<file path="config.mk">
export PLATFORM = sky130hd
export DESIGN_NAME = nibble_packer
export DESIGN_NICKNAME = d
export VERILOG_FILES = /design/src/rtl/nibble_packer.sv
export SDC_FILE = /design/constraint.sdc
export NUM_CORES = 1
export LEC_CHECK = 0
export ABC_AREA = 1
export CAP_MARGIN = 20
export CORE_MARGIN = 4
export CORE_UTILIZATION = 45
export CTS_BUF_LIST = sky130_fd_sc_hd__clkbuf_4 sky130_fd_sc_hd__clkbuf_8
export DETAILED_ROUTE_END_ITERATION = 12
export PLACE_DENSITY = 0.74
export SETUP_SLACK_MARGIN = 0.02
export SYNTH_ARGS = -nofsm -noshare
export SYNTH_HDL_FRONTEND = slang
export SYNTH_SLANG_ARGS = --single-unit
</file>
<file path="constraint.sdc">
create_clock -name clk -period 1.6 [get_ports clk]
set_clock_uncertainty 0.1 [all_clocks]
set_input_delay 0.24 -clock clk [delete_from_list [all_inputs] [get_ports clk]]
set_output_delay 0.24 -clock clk [all_outputs]
set_load 0.02 [all_outputs]
</file>
<file path="src/rtl/nibble_packer.sv">
// Packs up to LANES nibbles into one word; lane 0 holds the first nibble.
// Optional parity output is built only when NIBBLE_PACKER_PARITY_EN is defined.
module nibble_packer #(
    parameter int LANES = 5,
    parameter int NIBW  = 4
) (
    input  logic                          clk,
    input  logic                          rst,
    input  logic                          in_valid,
    input  logic [NIBW-1:0]               in_nibble,
    input  logic                          in_last,
    output logic                          in_ready,
    output logic [0:LANES-1][0:NIBW-1]    out_z,
    output logic                          out_valid,
    input  logic                          out_ready,
    output logic                          out_parity,
    output logic                          out_short,
    output logic [3:0]                    out_count
);

    // state | meaning
    // FILL  | accepting nibbles into lane idx
    // HOLD  | word complete, presented until out_ready
    typedef enum logic {FILL, HOLD} state_t;

    localparam int IDXW = $clog2(LANES);

    state_t                       state_q, state_d;
    logic [IDXW-1:0]              idx_q, idx_d;
    logic [0:LANES-1][0:NIBW-1]   lanes_q, lanes_d;
    logic                         short_q, short_d;
    logic [3:0]                   count_q, count_d;
    logic                         last_lane;

    always_ff @(posedge clk) begin
        if (rst) begin
            state_q <= FILL;
            idx_q   <= '0;
            lanes_q <= '0;
            short_q <= 1'b0;
            count_q <= 4'd0;
        end else begin
            state_q <= state_d;
            idx_q   <= idx_d;
            lanes_q <= lanes_d;
            short_q <= short_d;
            count_q <= count_d;
        end
    end

    assign last_lane = (idx_q == IDXW'(LANES - 1));

    always_comb begin
        state_d = state_q;
        idx_d   = idx_q;
        lanes_d = lanes_q;
        short_d = short_q;
        count_d = count_q;
        case (state_q)
            FILL: begin
                if (in_valid) begin
                    lanes_d[idx_q] = in_nibble;
                    count_d        = 4'(idx_q) + 4'd1;
                    if (last_lane || in_last) begin
                        state_d = HOLD;
                        short_d = !last_lane;
                        idx_d   = '0;
                    end else begin
                        idx_d = idx_q + IDXW'(1);
                    end
                end
            end
            HOLD: begin
                // Release clears the word so the next fill starts from lane 0 with zeros.
                if (out_ready) begin
                    state_d = FILL;
                    idx_d   = '0;
                    lanes_d = '0;
                    short_d = 1'b0;
                    count_d = 4'd0;
                end
            end
            default: state_d = FILL;
        endcase
    end

    always_comb begin
        in_ready  = (state_q == FILL);
        out_valid = (state_q == HOLD);
        out_z     = lanes_q;
        out_short = short_q;
        out_count = count_q;
    end

`ifdef NIBBLE_PACKER_PARITY_EN
    assign out_parity = ^lanes_q;
`else
    assign out_parity = 1'b0;
`endif

endmodule

</file>
==> flow_summary.ini <==
[clocking]
holdBufCountCts = 0
cts_setup_buffers = 0
cts_tree = done
clk_pin_slew_ns = 0.09
cts_made_buffers = 5
root_buffer = clkbuf_4
clock-sinks = 29
cts_buffer_depth = 2
htreeDepth = 2
clkLatencyLatePin_ns = 0.32

[outcome]
status = complete, no violations

[logic_synthesis]
synth_cells = 165
yosys-top-cells-count = 39 x nand2_1, 30 x a21oi_1, 29 x dfxtp_1
synthArstFlopShare_pct = 0
ys_seq_elements = 29
synth.most_common_cell = nand2_1
yosys-top-cells-area = dfxtp_1 46%, a21oi_1 12%, nand2_1 11%
synth_edf_count = 0
ys_seq_area_share_pct = 45.6
ys_types = 25
synth_fp_nets = 176
syn_area_per_cell_sq_um = 7.72
yosysWarnings = 0
syn_area_sq_mm = 0.00127
synth_ff_type = dfxtp_1
synth_top_area_share_pct = 45.6
yosys.area.top_type = dfxtp_1

[placed_design]
portBuffers = 35
gp_congestion = 0.821
dpl_cell_area_sq_mm = 0.00167
hpwl_um = 2290
dp_cells = 229

[detailed_routing]
via_count = 1222
remaining_drc_errors = 0
dr.pass1.iters = 4
postRouteWirelength_um = 3170
ant_nets = 0
wl_per_cell_um = 13.4
first_iter_violations = 42
routed_via_density = 5.16

[timing]
post-route-period-util_pct = 92.2
final_max_slew_viol_count = 0
rsz0062_at_grt = no
clock.fmax_mhz = 678
final-hold-violation-count = 0
hold_slack_ns = 0.367
worst_pin_slew_ns = 0.534
max_slew_margin_pct = 64.4
min_period_ns = 1.48
finalSetupViolCount = 0

[worst_setup_path]
crit_slowest_cell = dfxtp_2
cp_max_fo = 5
slowest_delay_ns = 0.36
reg2regPathDepth = 6
r2r_slack_ns = 0.20
cp-end-kind = output port
crit_type = reg -> out
reg2reg_from = idx_q[2]$_SDFFE_PP0P_
critPathLaunchType = register
crit_chain = inv_2 > dlygate4sd2_1
r2r_end = out_z[12]$_SDFFE_PP0P_
crit_start = out_valid$_SDFF_PP0_
critical_path_arrival_ns = 1.14
crit_required_ns = 1.26

[die]
row_count = 19
ioPinCount = 37
dieHeight_um = 61.2
start_util_pct = 46.6
coreArea_sq_mm = 0.00273
die_x_um = 61.2
dieArea_sq_mm = 0.00375

[global_routing]
gr-usage-all-layers_pct = 18.9
grt.overflow.total = 0
grt_pass1_wl_um = 5170
grt_max_degree = 30
antenna_found_initial = 0
grt_pass1_vias = 1197

[final_layout]
fin_cells = 237
fin_area_sq_mm = 0.00173
areaGrowthSynthToFinish_pct = 35.5
drive_gt1_share_pct = 16.0
final_util_pct = 63.1
layout.nets = 216
n_antenna_cell = 0

[power]
power_mw = 1.59
power_density_mw_per_mm2 = 922
ir_worst_vdd_mv = 0.774
p_leak_nw = 0.770

[run]
drv_cap = 0

[min_path]
min_path_cells = 2
hp-start = out_z[13]$_SDFFE_PP0P_
hold-path-endpoint = out_z[13]$_SDFFE_PP0P_
hp-class = reg -> reg
-- cell usage in the layout (no fill, tap or decap), types with 3 or more instances in the layout --
| cell type | netlist | final |
|---|---|---|
| inv_1 | 7 | 7 |
| dlygate4sd2_1 | 0 | 27 |
| clkbuf_4 | 0 | 6 |
| nor2_2 | 6 | 6 |
| a21oi_1 | 30 | 29 |
| dfxtp_1 | 29 | 28 |
| buf_4 | 2 | 5 |
| nand2_1 | 39 | 39 |
| nand3_1 | 22 | 22 |
| clkdlybuf4s50_1 | 0 | 8 |
| nor2_1 | 5 | 5 |
| nand2_2 | 3 | 3 |
-- worst max path at each step --
stage / to / slack (ns) / cells after the start
after floorplan: out_short$_SDFFE_PP0P_ / 0.14 / 7
after global placement: out_z[18]$_SDFFE_PP0P_ / 0.03 / 6
after detailed placement: out_z[19]$_SDFFE_PP0P_ / -0.01 / 6
after CTS: in_ready / 0.04 / 2
after global routing: out_z[12]$_SDFFE_PP0P_ / 0.02 / 6
final: in_ready / 0.12 / 2
-- where the power goes --
group | internal, mW | switching, mW
sequential | 0.740 | 0.0106
clock | 0.390 | 0.249
combinational | 0.0772 | 0.124
-- through the flow --
step	setup slack [ns]	TNS, ns
2_1_floorplan	0.138	0
3_3_place_gp	0.0327	0
3_5_place_dp	-0.0110	-0.0110
4_1_cts	0.0420	0
5_1_grt	0.0244	0
6_report	0.124	0
-- critical path: cells and delay by family, from the launching register on --
kind | cells | cell delay [ns]
buffers and inverters | 2 | 0.46
DFF | 1 | 0.36
-- cell type report --
type                    count  area (sq um)
multi-input cells         118           603
inverters                  10          38.8
flip-flops and latches     29           582
clock buffers               7          58.8
clock inverters             1          30.0
repair buffers             41           374
fillers                   238          1010
well taps                  31          38.8
-- cells by family after synthesis --
kind of cell	after synthesis	share of synthesized area (%)
fa+ha+maj	2	1.96
other cells	1	0.294
simple gates	83	32.0
compound gates	32	12.8
buf+inv	18	7.37
flops	29	45.6
-- per-layer routing --
layer	GRT usage, %	up-vias	part of all wire, %
li1	-	621	-
met1	22.3	555	43
met2	30.7	40	49
met3	7.34	6	6.2
met4	7.43	0	1.7
met5	0	-	0
-- what timing repair did --
| item | CTS | global route |
|---|---|---|
| setup endpoints to repair | 27 | 2 |
| cloned | 0 | 0 |
| resized for setup | 27 | 2 |
-- flip-flops by register name, indices dropped and copies added (netlist names) --
name	count
out_valid	1
out_short	1
out_count	4
idx_q	3
out_z	20
Note: power is estimated with default switching activity, not from simulation.
